--- src/rtl/cla_chain_pkg.sv ---
// Shared constants and FSM state type for the word-serial CLA chainer.
package cla_chain_pkg;
  localparam int unsigned WORD_W = 16;
  localparam int unsigned IDX_W  = 4;

  typedef enum logic [1:0] {
    IDLE  = 2'd0,
    RUN   = 2'd1,
    FLUSH = 2'd2
  } chain_state_e;
endpackage

--- src/rtl/cla_word_chainer_if.sv ---
// Operand-in / sum-out valid-ready streams of the chainer.
interface cla_word_chainer_if;
  import cla_chain_pkg::*;

  logic              in_valid;
  logic              in_ready;
  logic [WORD_W-1:0] a_word;
  logic [WORD_W-1:0] b_word;
  logic              out_valid;
  logic              out_ready;
  logic [WORD_W-1:0] sum_word;
  logic [IDX_W-1:0]  word_idx;
  logic              last;

  modport master (
    output in_valid, a_word, b_word, out_ready,
    input  in_ready, out_valid, sum_word, word_idx, last
  );

  modport slave (
    input  in_valid, a_word, b_word, out_ready,
    output in_ready, out_valid, sum_word, word_idx, last
  );
endinterface

--- src/rtl/cla_adder16.sv ---
// 16-bit two-level carry-lookahead adder (4-bit groups), purely combinational.
module cla_adder16 (
  input  logic [15:0] a,
  input  logic [15:0] b,
  input  logic        cin,
  output logic [15:0] sum,
  output logic        cout
);
  logic [15:0] g;
  logic [15:0] p;
  logic [15:0] c;
  logic [3:0]  gg;
  logic [3:0]  gp;
  logic [4:0]  gc;

  assign g = a & b;
  assign p = a ^ b;

  always_comb begin
    gg = '0;
    gp = '0;
    gc = '0;
    c  = '0;
    for (int unsigned i = 0; i < 4; i++) begin
      gg[i] = g[4*i+3] | (p[4*i+3] & g[4*i+2]) | (p[4*i+3] & p[4*i+2] & g[4*i+1])
            | (p[4*i+3] & p[4*i+2] & p[4*i+1] & g[4*i]);
      gp[i] = &p[4*i +: 4];
    end
    // group carries resolved in parallel from group generate/propagate
    gc[0] = cin;
    gc[1] = gg[0] | (gp[0] & cin);
    gc[2] = gg[1] | (gp[1] & gg[0]) | (gp[1] & gp[0] & cin);
    gc[3] = gg[2] | (gp[2] & gg[1]) | (gp[2] & gp[1] & gg[0]) | (gp[2] & gp[1] & gp[0] & cin);
    gc[4] = gg[3] | (gp[3] & gg[2]) | (gp[3] & gp[2] & gg[1]) | (gp[3] & gp[2] & gp[1] & gg[0])
          | (gp[3] & gp[2] & gp[1] & gp[0] & cin);
    for (int unsigned i = 0; i < 4; i++) begin
      c[4*i]   = gc[i];
      c[4*i+1] = g[4*i] | (p[4*i] & gc[i]);
      c[4*i+2] = g[4*i+1] | (p[4*i+1] & g[4*i]) | (p[4*i+1] & p[4*i] & gc[i]);
      c[4*i+3] = g[4*i+2] | (p[4*i+2] & g[4*i+1]) | (p[4*i+2] & p[4*i+1] & g[4*i])
               | (p[4*i+2] & p[4*i+1] & p[4*i] & gc[i]);
    end
  end

  assign sum  = p ^ c;
  assign cout = gc[4];
endmodule

--- src/rtl/cla_word_chainer.sv ---
// Multi-word adder: streams WORDS operand pairs through one cla_adder16, chaining carry.
// Optional CLA_CHAIN_OVF_EN adds a signed-overflow flag reported with done.
module cla_word_chainer
  import cla_chain_pkg::*;
#(
  parameter int unsigned WORDS = 4
) (
  input  logic clk,
  input  logic reset_n,
  input  logic start,
  input  logic carry_in,
  output logic busy,
  output logic carry_out,
  output logic done,
`ifdef CLA_CHAIN_OVF_EN
  output logic overflow,
`endif
  cla_word_chainer_if.slave bus
);
  localparam logic [IDX_W-1:0] LAST_IDX = IDX_W'(WORDS - 1);

  chain_state_e      state, state_nxt;
  logic [IDX_W-1:0]  cnt;
  logic              carry_reg;
  logic              in_ready_c;
  logic              accept;
  logic              drain;
  logic [WORD_W-1:0] add_sum;
  logic              add_cout;

  cla_adder16 u_adder (
    .a   (bus.a_word),
    .b   (bus.b_word),
    .cin (carry_reg),
    .sum (add_sum),
    .cout(add_cout)
  );

  always_ff @(posedge clk or negedge reset_n) begin
    if (!reset_n) state <= IDLE;
    else          state <= state_nxt;
  end

  always_comb begin
    state_nxt  = state;
    in_ready_c = 1'b0;
    unique case (state)
      IDLE: if (start) state_nxt = RUN;
      RUN: begin
        // single output register; refills in the same cycle it drains
        in_ready_c = !bus.out_valid || bus.out_ready;
        if (bus.in_valid && in_ready_c && (cnt == LAST_IDX)) state_nxt = FLUSH;
      end
      FLUSH: if (bus.out_valid && bus.out_ready) state_nxt = IDLE;
      default: state_nxt = IDLE;
    endcase
  end

  assign bus.in_ready = in_ready_c;
  assign accept       = bus.in_valid && in_ready_c;
  assign drain        = bus.out_valid && bus.out_ready;
  assign busy         = (state != IDLE);

`ifdef CLA_CHAIN_OVF_EN
  logic a_msb;
  logic b_msb;
`endif

  always_ff @(posedge clk or negedge reset_n) begin
    if (!reset_n) begin
      carry_reg     <= 1'b0;
      cnt           <= '0;
      bus.out_valid <= 1'b0;
      bus.sum_word  <= '0;
      bus.word_idx  <= '0;
      bus.last      <= 1'b0;
      carry_out     <= 1'b0;
      done          <= 1'b0;
`ifdef CLA_CHAIN_OVF_EN
      a_msb         <= 1'b0;
      b_msb         <= 1'b0;
      overflow      <= 1'b0;
`endif
    end else begin
      done <= 1'b0;
      if (state == IDLE && start) begin
        carry_reg <= carry_in;
        cnt       <= '0;
      end
      if (accept) begin
        bus.sum_word  <= add_sum;
        carry_reg     <= add_cout;
        bus.word_idx  <= cnt;
        bus.last      <= (cnt == LAST_IDX);
        bus.out_valid <= 1'b1;
        cnt           <= cnt + IDX_W'(1);
`ifdef CLA_CHAIN_OVF_EN
        a_msb         <= bus.a_word[WORD_W-1];
        b_msb         <= bus.b_word[WORD_W-1];
`endif
      end else if (drain) begin
        bus.out_valid <= 1'b0;
      end
      if (state == FLUSH && drain) begin
        carry_out <= carry_reg;
        done      <= 1'b1;
`ifdef CLA_CHAIN_OVF_EN
        // carry into MSB recovered as a^b^sum at bit 15; carry out is carry_reg
        overflow  <= a_msb ^ b_msb ^ bus.sum_word[WORD_W-1] ^ carry_reg;
`endif
      end
    end
  end
endmodule
--- src/flat_wrapper.sv ---
// flat-port wrapper written by rule: the top's interface ports become plain ports
module cla_word_chainer_flat import cla_chain_pkg::*;
#(
  parameter int unsigned WORDS = 4
)
  (clk, reset_n, start, carry_in, busy, carry_out, done, bus_in_valid, bus_a_word, bus_b_word, bus_out_ready, bus_in_ready, bus_out_valid, bus_sum_word, bus_word_idx, bus_last);
  cla_word_chainer_if bus_i ();
  input  logic clk;
  input  logic reset_n;
  input  logic start;
  input  logic carry_in;
  output logic busy;
  output logic carry_out;
  output logic done;
  input wire logic [$bits(bus_i.in_valid)-1:0] bus_in_valid;
  input wire logic [$bits(bus_i.a_word)-1:0] bus_a_word;
  input wire logic [$bits(bus_i.b_word)-1:0] bus_b_word;
  input wire logic [$bits(bus_i.out_ready)-1:0] bus_out_ready;
  output wire logic [$bits(bus_i.in_ready)-1:0] bus_in_ready;
  output wire logic [$bits(bus_i.out_valid)-1:0] bus_out_valid;
  output wire logic [$bits(bus_i.sum_word)-1:0] bus_sum_word;
  output wire logic [$bits(bus_i.word_idx)-1:0] bus_word_idx;
  output wire logic [$bits(bus_i.last)-1:0] bus_last;
  assign bus_i.in_valid = bus_in_valid;
  assign bus_i.a_word = bus_a_word;
  assign bus_i.b_word = bus_b_word;
  assign bus_i.out_ready = bus_out_ready;
  assign bus_in_ready = bus_i.in_ready;
  assign bus_out_valid = bus_i.out_valid;
  assign bus_sum_word = bus_i.sum_word;
  assign bus_word_idx = bus_i.word_idx;
  assign bus_last = bus_i.last;
  cla_word_chainer #(.WORDS(WORDS)) u_core (.clk(clk), .reset_n(reset_n), .start(start), .carry_in(carry_in), .busy(busy), .carry_out(carry_out), .done(done), .bus(bus_i));
endmodule
--- config.mk ---
export PLATFORM = sky130hd
export DESIGN_NAME = cla_word_chainer_flat
export DESIGN_NICKNAME = d
export VERILOG_FILES = /design/src/rtl/cla_chain_pkg.sv /design/src/rtl/cla_word_chainer_if.sv /design/src/rtl/cla_adder16.sv /design/src/rtl/cla_word_chainer.sv /design/src/flat_wrapper.sv
export SDC_FILE = /design/constraint.sdc
export NUM_CORES = 1
export LEC_CHECK = 0
export BUFFER_PORTS_ARGS = -buffer_cell sky130_fd_sc_hd__buf_2
export CORE_MARGIN = 2
export CORE_UTILIZATION = 55
export DETAILED_ROUTE_END_ITERATION = 8
export PLACE_DENSITY_LB_ADDON = 0.12
export SYNTH_ARGS = -nofsm -noshare
export SYNTH_HDL_FRONTEND = slang
export SYNTH_HIERARCHICAL = 1
export SYNTH_SLANG_ARGS = --single-unit
--- constraint.sdc ---
create_clock -name clk -period 4.5 [get_ports clk]
set_input_delay 0.9 -clock clk [delete_from_list [all_inputs] [get_ports clk]]
set_output_delay 0.9 -clock clk [all_outputs]
set_load 0.03 [all_outputs]
-- Word-level counts from Yosys, hierarchy flattened
Index checks and enable logic that the tools add are counted.
- bitwise operators: 121
- eq/ne operators: 6
- $add $sub $neg: 1
- multiplexer cells: 12
- reductions and logical operators: 17
- operators with widths (cell ; number):
    $and A1 B1 Y1 ; 72
    $or A1 B1 Y1 ; 46
    $xor A16 B16 Y16 ; 2
    $and A16 B16 Y16 ; 1
    $reduce_and A4 Y1 ; 4
    $mux W4 ; 2
    $logic_and A1 B1 Y1 ; 6
    $mux W1 ; 6
    $mux W2 ; 3
    $pmux W2 S3 ; 1
    $reduce_bool A2 Y1 ; 3
    $add A4 B1 Y4 const B ; 1
    $eq A4 B2 Y1 const B ; 1
    $ne A2 B1 Y1 const B ; 2
    $reduce_and A3 Y1 ; 1
    $eq A2 B1 Y1 const B ; 1
    $eq A2 B2 Y1 const B ; 1
    $logic_not A2 Y1 ; 1
    $ne A2 B2 Y1 const B ; 1
    $logic_not A1 Y1 ; 1
    $logic_or A1 B1 Y1 ; 1
- output and inout port bits: 26
- input bits: 38
- logic and storage cells: 166
- register bits after elaboration: 31

-- Logic depth before layout (Yosys ltp)
- depth after elaboration: 12
- gate-level depth with buffers: 9

-- Hierarchy
Netlist, hierarchy kept.
- by module, submodules not included (module ; seq. area each (um^2) ; times used ; cells an instance ; area each (um^2)):
    cla_word_chainer ; 775.7 ; 1 ; 90 ; 1308.8
    cla_adder16 ; 0.0 ; 1 ; 100 ; 833.3

-- Worst setup path before layout
No wires, ideal clock.
- path kind: in2reg
- start: input port bus_a_word[3]
- end: register u_core.bus.sum_word[13]
- slack: 1.337 ns
- data arrival time: 3.039 ns
- cell stages on the path: 9
- cell sequence: ha_1 and2_4 a221oi_4 a2111oi_0 nor3b_1 inv_1 fa_1 xor2_1 mux2_2
- word-level cells in the longest chain between the ends: 11
- elaborated cells on any way between the ends: 19
- those cells by class: bitwise (18); reduce/logical (1)
- RTL lines (item ; RTL line ; RTL):
    start: declaration ; flat_wrapper.sv:16 ; input wire logic [$bits(bus_i.a_word)-1:0] bus_a_word;
    $xor A16 B16 Y16 ; cla_adder16.sv:17 ; assign p = a ^ b;
    $and A1 B1 Y1, on equally long branches ; cla_adder16.sv:25, cla_adder16.sv:26 ;
    $or A1 B1 Y1 (tied with other cells) ; cla_adder16.sv:25 ; gg[i] = g[4*i+3] | (p[4*i+3] & g[4*i+2]) | (p[4*i+3] & p[4*i+2] & g[4*i+1])
    $or A1 B1 Y1 / $and A1 B1 Y1 (equally long branches) ; cla_adder16.sv:25, cla_adder16.sv:26 ;
    $or A1 B1 Y1 ; cla_adder16.sv:26 ; | (p[4*i+3] & p[4*i+2] & p[4*i+1] & g[4*i]);
    $and A1 B1 Y1 ; cla_adder16.sv:33 ; gc[3] = gg[2] | (gp[2] & gg[1]) | (gp[2] & gp[1] & gg[0]) | (gp[2] & gp[1] & gp[0] & cin);
    $or A1 B1 Y1 ; cla_adder16.sv:33 ;
    $or A1 B1 Y1 * ; cla_adder16.sv:33 ;
    $and A1 B1 Y1 * ; cla_adder16.sv:38 ; c[4*i+1] = g[4*i] | (p[4*i] & gc[i]);
    $or A1 B1 Y1 * ; cla_adder16.sv:38 ;
    $xor A16 B16 Y16 * ; cla_adder16.sv:45 ; assign sum = p ^ c;
    named net u_core.add_sum[13] ; cla_word_chainer.sv:28 ; logic [WORD_W-1:0] add_sum;
    end signal: assignment ; cla_word_chainer.sv:91 ; bus.sum_word <= add_sum;
    end: declaration ; cla_word_chainer_if.sv:22 ; output in_ready, out_valid, sum_word, word_idx, last
Mark *: on every way through the listed nets, which the timed path passes. The rest lies on a longest branch.
A chain may end at the register's enable or synchronous reset.

-- Worst setup path in the final report
Same ends and word-level chain as after synthesis.

==> impl_metrics.env <==
export IMPL_cp_slowest_cell="fa_1"
export IMPL_worstSkewPairLatency_ns=0.28
export IMPL_netlist_instances=190
export IMPL_cts_buffers_inserted=5
export IMPL_antenna_cells=0
export IMPL_synth_most_common_cell="dfrtp_1"
export IMPL_numPortBuffers=63
export IMPL_peakVddDrop_v=0.0004134
export IMPL_track_usage_pct=21.14
export IMPL_via_per_inst=5.489
export IMPL_start_util_pct=57.64
export IMPL_nFillCells=294
export IMPL_yosys_area_share_simple_pct=14.89
export IMPL_ant_nets=0
export IMPL_area_delta_synth_final_pct=22.14
export IMPL_gp_congestion=0.9137
export IMPL_cp_top_family="adder cells"
export IMPL_grt_max_degree=32
export IMPL_cts_repair_resized=0
export IMPL_period_share_pct=69.52
export IMPL_final_setup_viol_count=0
export IMPL_synth_top_family_by_area="compound AO/OA/AOI/OAI gates"
export IMPL_required_ns=4.66
export IMPL_synthTopCellsByArea="dfrtp_1 36%, ha_1 9.9%, mux2_2 6.8%, mux2_4 4.9%, fa_1 3.7%"
export IMPL_cp_arrival_ns=3.29
export IMPL_max_freq_mhz=319.6
export IMPL_top_register="u_core/bus.sum_word"
export IMPL_die_area_sq_um=4410
export IMPL_wirelength_um=4295
export IMPL_skew_ns=0.007404
export IMPL_die_w_um=66.41
export IMPL_drt_iter0_markers=99
export IMPL_p_leak_nw=1.267
export IMPL_synth_mux_area_share_pct=12.68
export IMPL_synth_flop_cell="dfrtp_1"
export IMPL_cts_setup_buffers=0
export IMPL_synth_nets=249
export IMPL_synth_seq_area_share_pct=36.21
export IMPL_drc=0
export IMPL_async_flop_share_pct=100.0
export IMPL_hold_violations=0
export IMPL_clkSlewWorstSetupHoldPaths_ns=0.07
export IMPL_synthAdderAreaFrac_pct=13.67
export IMPL_dr_pass1_iters=4
export IMPL_worst_setup_path_type="primary input to flip-flop"
export IMPL_largest_reg_flops=16
export IMPL_syn_area_sq_um=2142
export IMPL_relSlewSlack_pct=33.76
export IMPL_nets=317
export IMPL_synth_xor_area_share_pct=3.680
export IMPL_status="finished, final reports clean"
export IMPL_finalMaxSlewViolations=0
export IMPL_cts_hold_buf=0
export IMPL_grt_pass1_vias=1600
export IMPL_reg_top3="u_core/bus.sum_word: 16 flops, u_core/bus.word_idx: 4 flops, u_core/cnt: 4 flops"
export IMPL_vias=1685
export IMPL_max_stage_delay_ns=0.38
export IMPL_yosys_area_top_type="dfrtp_1"
export IMPL_root_buffer="clkbuf_8"
export IMPL_synth_compound_area_share_pct=16.41
export IMPL_io_pins=64
export IMPL_grt_pass1_wl_um=7134
export IMPL_cts_sinks=31
export IMPL_crit_chain="buf_2 > ha_1 > and2_4 > a221oi_4 > a2111oi_0 > nor3b_1 > inv_1 > fa_1 > xor2_1 > mux2_2"
export IMPL_cts_path_max_buffers=2
export IMPL_die_h_um=66.41
export IMPL_rows=22
export IMPL_worst_slew_pin_transition_ns=0.9903
export IMPL_syn_area_per_cell_sq_um=11.27
export IMPL_rsz0062_at_grt="no"
export IMPL_dp_cells=299
export IMPL_layout_cells_non_filler=307
export IMPL_synthTopCellsByCount="31 x dfrtp_1, 17 x ha_1, 13 x mux2_2"
export IMPL_cp_buffers_inverters=2
export IMPL_synth_distinct_cells=53
export IMPL_ys_warn_count=6
export IMPL_wire_per_inst_um=13.99
export IMPL_ctsHtreeMaxLevel=2
export IMPL_synth_edff_count=0
export IMPL_cts_tree="yes"
export IMPL_drive_gt1_share_pct=41.70
export IMPL_worstPathMaxFanout=5
export IMPL_power_density_nw_per_um2=578.5
export IMPL_synth_seq_cells=31
export IMPL_synth_top_area_share_pct=36.21
export IMPL_overflow=0
export IMPL_period_needed_ns=3.128
export IMPL_antenna_found_initial=0
export IMPL_cp_end_kind="flip-flop"
export IMPL_hpwlAfterDp_um=3424
export IMPL_hold_path_class="flip-flop to flip-flop"
export IMPL_core_sq_um=3716
export IMPL_drv_cap=0
export IMPL_critPathLaunchType="primary input"
export IMPL_tns_ns=0
-- worst paths after layout --
| path | cells past startpoint | endpoint | slack [ns] | startpoint |
|---|---|---|---|---|
| min in group asynchronous | 1 | u_core/bus.sum_word[6]$_DFFE_PN0P_ | 0.66 | reset_n |
| max | 10 | u_core/bus.sum_word[13]$_DFFE_PN0P_ | 1.37 | bus_a_word[3] |
| min reg2reg | 1 | u_core/bus.last$_DFFE_PN0P_ | 0.49 | u_core/bus.last$_DFFE_PN0P_ |
| min | 1 | u_core/bus.last$_DFFE_PN0P_ | 0.49 | u_core/bus.last$_DFFE_PN0P_ |
| max reg2reg | 8 | u_core/bus.sum_word[13]$_DFFE_PN0P_ | 2.28 | u_core/carry_reg$_DFFE_PN0P_ |
| max in group asynchronous | 1 | u_core/bus.sum_word[8]$_DFFE_PN0P_ | 3.41 | reset_n |
-- layout by cell type (no fill, tap or decap), types with 3 or more instances in the layout --
master and instances:
mux2_2 13, clkbuf_8 6, nor2_1 12, buf_2 63, inv_1 8, o21ai_0 9, xnor2_1 5, nand2_1 8
nand2b_1 3, ha_1 17, dfrtp_1 31, mux2_4 7, xor2_1 4, nand4_1 4, a21oi_1 9, o21a_1 3
fa_1 4, nand3_1 6
-- routing by layer --
metal	share of wire [%]	global-route usage [%]	wire, um
met3	5.1	4.770	220
met2	48	35.75	2074
met5	0	0	0
met4	0.19	4.082	8
met1	46	27.85	1992
-- report_power, final --
part	internal, mW	switching, mW
sequential	0.401	0.0848
clock	0.179	0.103
combinational	0.301	0.444
total	0.882	0.632
-- metrics by stage --
step                      utilization [%]  area, sq um  hold slack, ns  setup WS, ns  total power, mW
final                               70.40         2616          0.4939         1.372            1.514
after global routing                70.40         2616          0.5023         1.268            1.612
after CTS                           70.40         2616          0.4949         1.379            1.524
after detailed placement            67.24         2499          0.4800         1.079            1.240
after global placement              67.24         2499          0.4756         1.147            1.218
after floorplan                         -         2142          0.5020         1.337            1.035
-- cells by family (layout without fill, tap and decap cells) --
kind of cell,count (synthesis),in the layout
muxes,22,22
buffers and inverters,11,80
DFF,31,31
xor gates and xnor gates,9,9
and+or+nand+nor,53,53
adders and majority gates,21,21
AOI/OAI and AO/OA,43,43
-- cell type report --
class / count / area, sq um / area share [%]
inverter: 9 / 33.78 / 1.291
timing repair buffer: 63 / 315.3 / 12.05
tap: 48 / 60.06 / 2.296
multi-input combinational: 148 / 1314 / 50.22
clock buffer: 6 / 82.58 / 3.156
clock inverter: 2 / 35.03 / 1.339
sequential: 31 / 775.7 / 29.65
Power figures use the tool's default switching activity.
